$ cat src/rtl/output_pipeline.sv
// output_pipeline: final histogram-equalizer stage. Streams 128-bit image words
// from m3, maps each byte through the m2 lookup table (pass-through when the
// entry tag is invalid), repacks the bytes and writes one word per 16 pixels to m4.
// Latency: first m4WE 19 cycles after start is sampled in IDLE, then one every
// 16 cycles. Throughput is one pixel per cycle with no bubbles between words.
// Ports:
//   clock, rst_n       clock, asynchronous active-low reset
//   start              level enable for the whole run; low aborts / re-arms
//   inputBaseOffset    address bit 15 for m3 reads and m4 writes
//   m3ReadAddr/Bus     image word fetch (1-cycle synchronous read)
//   m2ReadAddr/Bus     mapping lookup (1-cycle synchronous read)
//   m4WriteAddr/Bus/WE registered output word write, one-cycle WE pulse
//   done               registered, high after the final word is written
module output_pipeline #(
  parameter logic [14:0] ADDRESS_OF_LAST = 15'd19199,
  parameter logic [15:0] VALID_TAG       = 16'hAAAA
) (
  input  logic         clock,
  input  logic         rst_n,
  input  logic         start,
  input  logic         inputBaseOffset,
  input  logic [127:0] m3ReadBus,
  input  logic [127:0] m2ReadBus,
  output logic [15:0]  m3ReadAddr,
  output logic [15:0]  m2ReadAddr,
  output logic [15:0]  m4WriteAddr,
  output logic [127:0] m4WriteBus,
  output logic         m4WE,
  output logic         done
);

  typedef enum logic [2:0] {
    IDLE,
    PRIME,
    RUN,
    DRAIN,
    FINISHED
  } state_t;

  state_t         state;
  logic [14:0]    fetch_counter;
  logic [14:0]    cur_word_idx;
  logic [3:0]     pixel_idx;
  logic [127:0]   cur_word;
  logic [127:0]   out_word;

  // Stage S1 registers: the pixel whose lookup is arriving on m2ReadBus.
  logic           s1_valid;
  logic [7:0]     s1_pixel;
  logic [3:0]     s1_idx;
  logic [14:0]    s1_word_idx;

  logic [7:0]     cur_pixel;
  logic [7:0]     mapped;

  // Only the tag and the mapped value of an m2 entry are meaningful; byte 15
  // of out_word is never read because the top byte goes straight to m4WriteBus.
  logic           unused_bits;
  assign unused_bits = ^{m2ReadBus[127:36], m2ReadBus[19:8], out_word[127:120]};

  assign cur_pixel  = cur_word[{pixel_idx, 3'b000} +: 8];
  assign m2ReadAddr = {8'h00, cur_pixel};
  assign m3ReadAddr = {inputBaseOffset, fetch_counter};
  assign mapped     = (m2ReadBus[35:20] == VALID_TAG) ? m2ReadBus[7:0] : s1_pixel;

  always_ff @(posedge clock or negedge rst_n) begin
    if (!rst_n) begin
      state         <= IDLE;
      fetch_counter <= '0;
      cur_word_idx  <= '0;
      pixel_idx     <= '0;
      cur_word      <= '0;
      out_word      <= '0;
      s1_valid      <= 1'b0;
      s1_pixel      <= '0;
      s1_idx        <= '0;
      s1_word_idx   <= '0;
      m4WE          <= 1'b0;
      m4WriteAddr   <= '0;
      m4WriteBus    <= '0;
      done          <= 1'b0;
    end else begin
      m4WE     <= 1'b0;
      s1_valid <= 1'b0;

      // S1 is gated by start so an abort never completes a partial word.
      if (start && s1_valid) begin
        out_word[{s1_idx, 3'b000} +: 8] <= mapped;
        if (s1_idx == 4'd15) begin
          m4WriteBus  <= {mapped, out_word[119:0]};
          m4WriteAddr <= {inputBaseOffset, s1_word_idx};
          m4WE        <= 1'b1;
        end
      end

      case (state)
        IDLE: begin
          fetch_counter <= '0;
          cur_word_idx  <= '0;
          pixel_idx     <= '0;
          done          <= 1'b0;
          if (start) state <= PRIME;
        end

        PRIME: begin
          if (!start) begin
            state         <= IDLE;
            fetch_counter <= '0;
            cur_word_idx  <= '0;
            pixel_idx     <= '0;
          end else begin
            // Word 0 was addressed while in IDLE and is now on m3ReadBus.
            cur_word      <= m3ReadBus;
            cur_word_idx  <= '0;
            fetch_counter <= (ADDRESS_OF_LAST == 15'd0) ? 15'd0 : 15'd1;
            pixel_idx     <= '0;
            state         <= RUN;
          end
        end

        RUN: begin
          if (!start) begin
            state         <= IDLE;
            fetch_counter <= '0;
            cur_word_idx  <= '0;
            pixel_idx     <= '0;
          end else begin
            s1_valid    <= 1'b1;
            s1_pixel    <= cur_pixel;
            s1_idx      <= pixel_idx;
            s1_word_idx <= cur_word_idx;
            pixel_idx   <= pixel_idx + 4'd1;
            if (pixel_idx == 4'd15) begin
              if (cur_word_idx != ADDRESS_OF_LAST) begin
                // The next word's address has been stable for the whole word.
                cur_word     <= m3ReadBus;
                cur_word_idx <= fetch_counter;
                if (fetch_counter != ADDRESS_OF_LAST)
                  fetch_counter <= fetch_counter + 15'd1;
              end else begin
                state <= DRAIN;
              end
            end
          end
        end

        DRAIN: begin
          if (!start) begin
            state         <= IDLE;
            fetch_counter <= '0;
            cur_word_idx  <= '0;
            pixel_idx     <= '0;
          end else if (m4WE) begin
            // The last word's write pulse is visible now.
            state <= FINISHED;
            done  <= 1'b1;
          end
        end

        FINISHED: begin
          if (!start) begin
            state <= IDLE;
            done  <= 1'b0;
          end
        end

        default: state <= IDLE;
      endcase
    end
  end

endmodule

$ cat config.mk
export PLATFORM = sky130hd
export DESIGN_NAME = output_pipeline
export DESIGN_NICKNAME = d
export VERILOG_FILES = /design/src/rtl/output_pipeline.sv
export SDC_FILE = /design/constraint.sdc
export NUM_CORES = 1
export LEC_CHECK = 0
export ABC_AREA = 1
export ABC_CLOCK_PERIOD_IN_PS = 2100
export CORE_ASPECT_RATIO = 0.9
export CORE_MARGIN = 5
export CORE_UTILIZATION = 46
export DETAILED_ROUTE_END_ITERATION = 10
export GPL_ROUTABILITY_DRIVEN = 0
export PLACE_DENSITY = 0.77
export SETUP_SLACK_MARGIN = 0.5
export SLEW_MARGIN = 15
export SYNTH_ARGS = -nofsm -noshare
export SYNTH_HDL_FRONTEND = slang
export SYNTH_SLANG_ARGS = --single-unit
$ cat constraint.sdc
create_clock -name clock -period 2.1 [get_ports clock]
set_clock_uncertainty 0.05 [all_clocks]
set_input_delay 0.21 -clock clock [delete_from_list [all_inputs] [get_ports clock]]
set_output_delay 0.21 -clock clock [all_outputs]
set_load 0.02 [all_outputs]
==> results.tsv <==
metric	value	unit
via count	17740	
share of cells above drive strength 1	0.1907	
CTS Buf Count	48	
Req. time, crit path	1.84	ns
maximum clock insertion buffer count	3	
synthesized netlist cell count	2152	
area grow syn2layout	42.29	%
fraction of registers with async set/reset	1.000	
share of the synthesized area in the top cell type	0.5864	
max_slew headroom	0.4883	
port bufs	325	
Crit. path cell count	7	
CTS H-tree depth	2	
Synth warnings	0	
worst setup path category	reg -> out	
nature of the critical path startpoint	flop	
Worst-Margin Slew	0.7675	ns
Fin. Hold Viols	0	
vias in the first global route	18100	
Post-Syn Area	19590	um2
Fmax achieved	0.4049	GHz
setup slack after layout	-0.3697	ns
peak supply drop	0.0007929	V
Largest delay share family, worst path	flip-flops	
fin crit share	1.176	
DR WL/cell	20.06	um
Max-Cap Viols	0	
Crit Path Max Fanout	7	
CTS tree	yes	
failing checks	setup timing	
first-pass iteration count of the detailed router	5	
final net count	2867	
grt total ovfl	0	
Final Max Slew Viols	0	
global-route usage over all layers	0.2711	
Remaining DRCs	0	
Multi-input gate area	7283	um2
Leak	13.14	nW
Starting Density	0.4671	
Synth area leader	dfrtp_1	
Syn Area/Cell	9.102	um2
pre-CTS setup slack	-0.1547	ns
# IOs	438	
fill count	2987	
CP max-delay cell	dfrtp_4	
number of flops mapped to enable cells by yosys	0	
Clock transition at path regs	0.06	ns
first-pass GRT wire length	99590	um
core footprint	41930	um2
Storage cell area	11510	um2
number of buffers and inverters on the critical path	3	
critical path arrival	2.21	ns
final setup fails	162	
clk_lat worst skew	0.59	ns
reg2reg path depth	15	
Rows	71	
Placed Cells	3009	
RSZ-0062 raised after global routing	true	
worst path cell trace	buf_8 > buf_16 > o211ai_1 > nand3_1 > nand3_2 > nand2_4 > buf_6	
Clock Tree Root	clkbuf_16	
Area contributors post-synth	dfrtp_1 (59%), nand2_1 (11%), o21ai_0 (5.3%), nand3_1 (4.5%), inv_1 (3.6%)	
Yosys reg bits	459	
First DRT Iteration DRCs	1809	
minimum clock period	2.470	ns
Non-Filler Instances	3187	
PwrDens	1220	nW/um2
Final Power	34.00	mW
dominant synthesized flop cell	dfrtp_1	
vias per std cell	5.567	
Die Ht	205.8	um
Worst setup EP type	output pin	
hold path depth	3	
Min-Delay Path Class	in -> reg	
Die X	227.5	um
DRT Wirelength	63920	um
sequential fraction of the synthesis area	0.5864	
initial antenna violation count	2	
Die Footprint	46810	um2
ANT nets after route	0	
post-synth cell types	36	
slowest stage delay, CP	0.50	ns
outcome	finished with violations	
clk sinks	459	
DP Wirelength	39090	um
largest net degree at the start of global routing	80	
cell usage after synthesis (4+ instances only):
library cell,n
a31oi_1,9
nor2_1,118
dfrtp_1,459
nand3_2,4
o21ai_1,27
a21oi_1,86
buf_1,7
o22ai_1,4
nand2_1,567
ha_1,4
nand4_1,19
inv_1,187
nand3_1,176
inv_2,7
clkbuf_1,58
buf_4,11
nor3_1,6
buf_2,51
nor3_4,6
o21ai_0,209
nor2_2,9
mux2_2,61
o211ai_1,48
worst paths after layout:
kind | from | endpoint | slack [ns]
max in group asynchronous | rst_n | m4WriteBus[119] | 1.06
max | pixel_idx[0] | m2ReadAddr[6] | -0.37
min in group asynchronous | rst_n | m4WriteBus[61] | 0.20
max reg2reg | pixel_idx[0] | s1_pixel[5] | -0.27
min | m3ReadBus[68] | cur_word[68] | 0.10
min reg2reg | out_word[52] | out_word[52] | 0.43
kinds of logic (layout without fill, tap and decap cells):
logic type | Yosys count | in the layout | synth area share
other | 1 | 10 | 0.0001914
and+or+nand+nor | 916 | 917 | 0.2004
buffers and inverters | 324 | 802 | 0.06745
DFF | 459 | 459 | 0.5864
xor gates and xnor gates | 2 | 2 | 0.001853
adders and majority gates | 4 | 4 | 0.002555
AOI/OAI and AO/OA | 385 | 385 | 0.1060
muxes | 61 | 61 | 0.03507
cell usage in the layout, fill, tap and decap left out, types with 9 or more instances in the layout:
cell	netlist	routed
buf_6	0	24
clkinv_2	0	11
a31oi_1	9	9
nand3_2	4	16
nand4_1	19	19
nand2_4	3	12
nand2_1	567	517
buf_16	0	24
nand3_1	176	161
o21ai_1	27	94
a21oi_1	86	86
inv_1	187	184
clkbuf_16	0	49
o211ai_1	48	48
clkdlybuf4s50_1	0	305
o21ai_2	0	22
nor2_4	2	10
buf_4	11	98
dfrtp_1	459	445
dfrtp_2	0	13
clkbuf_8	0	10
nor2_1	118	114
o21ai_0	209	120
buf_12	0	45
mux2_2	61	61
nand2_2	2	42
metal layers:
metal,track usage,wire length [um],up-vias
met2,0.4387,30500,1036
li1,-,-,7919
met5,0,0,-
met3,0.05906,6073,248
met4,0.1309,3218,0
met1,0.3487,24130,8540
report_power, final:
| part | internal [mW] | total (mW) | leakage (nW) | switching (mW) |
|---|---|---|---|---|
| clock | 5.05 | 8.65 | 0.785 | 3.60 |
| sequential | 11.3 | 12.6 | 5.82 | 1.30 |
| combinational | 5.56 | 12.8 | 6.54 | 7.19 |
timing repair:
| item | CTS | global route |
|---|---|---|
| gates cloned | 29 | 1 |
| endpoints found under the hold margin | 56 | 0 |
| hold buffers | 1 | 0 |
| setup endpoints to repair | 596 | 618 |
| buffers inserted | 56 | 4 |
| pin swaps | 60 | 13 |
| gates resized for setup | 292 | 35 |
registers in the layout (all words and copies together) (netlist names):
name           flops
out_word         120
s1_pixel           8
s1_word_idx       15
fetch_counter     15
m4WE               1
s1_valid           1
cur_word_idx      15
cur_word         128
pixel_idx          4
done               1
s1_idx             4
m4WriteBus       128
m4WriteAddr       16
state              3
area by class of cell:
cell class | count | share of cell area
flip-flops and latches | 459 | 0.4128
multi-input cells | 1377 | 0.2613
repair buffers | 520 | 0.2169
clock buffers | 66 | 0.04911
inverters | 197 | 0.02725
well taps | 547 | 0.02456
clock inverters | 19 | 0.007856
diodes | 2 | 0.0001796
metrics by stage:
step	cell area, um2	hold WS, ns	TNS, ns	util
after global placement	24340	0.2401	-3.706	0.5804
after detailed placement	24340	0.2489	-7.893	0.5804
after global routing	27870	0.1100	-30.55	0.6647
final	27870	0.1044	-17.58	0.6647
after CTS	27740	0.07769	-12.41	0.6616
after floorplan	19770	-0.1356	0	-
worst register-to-register path, cell delays in order (launching register included):
cell	delay, ns
dfrtp_4	0.50
buf_12	0.15
buf_12	0.14
buf_16	0.13
o211ai_1	0.16
nand3_1	0.11
nand3_2	0.13
nand2_2	0.08
buf_4	0.13
buf_4	0.12
buf_4	0.12
buf_4	0.12
buf_4	0.12
buf_4	0.12
nand2_1	0.05
nand2_1	0.04
Note: power is estimated with default switching activity, not from simulation.
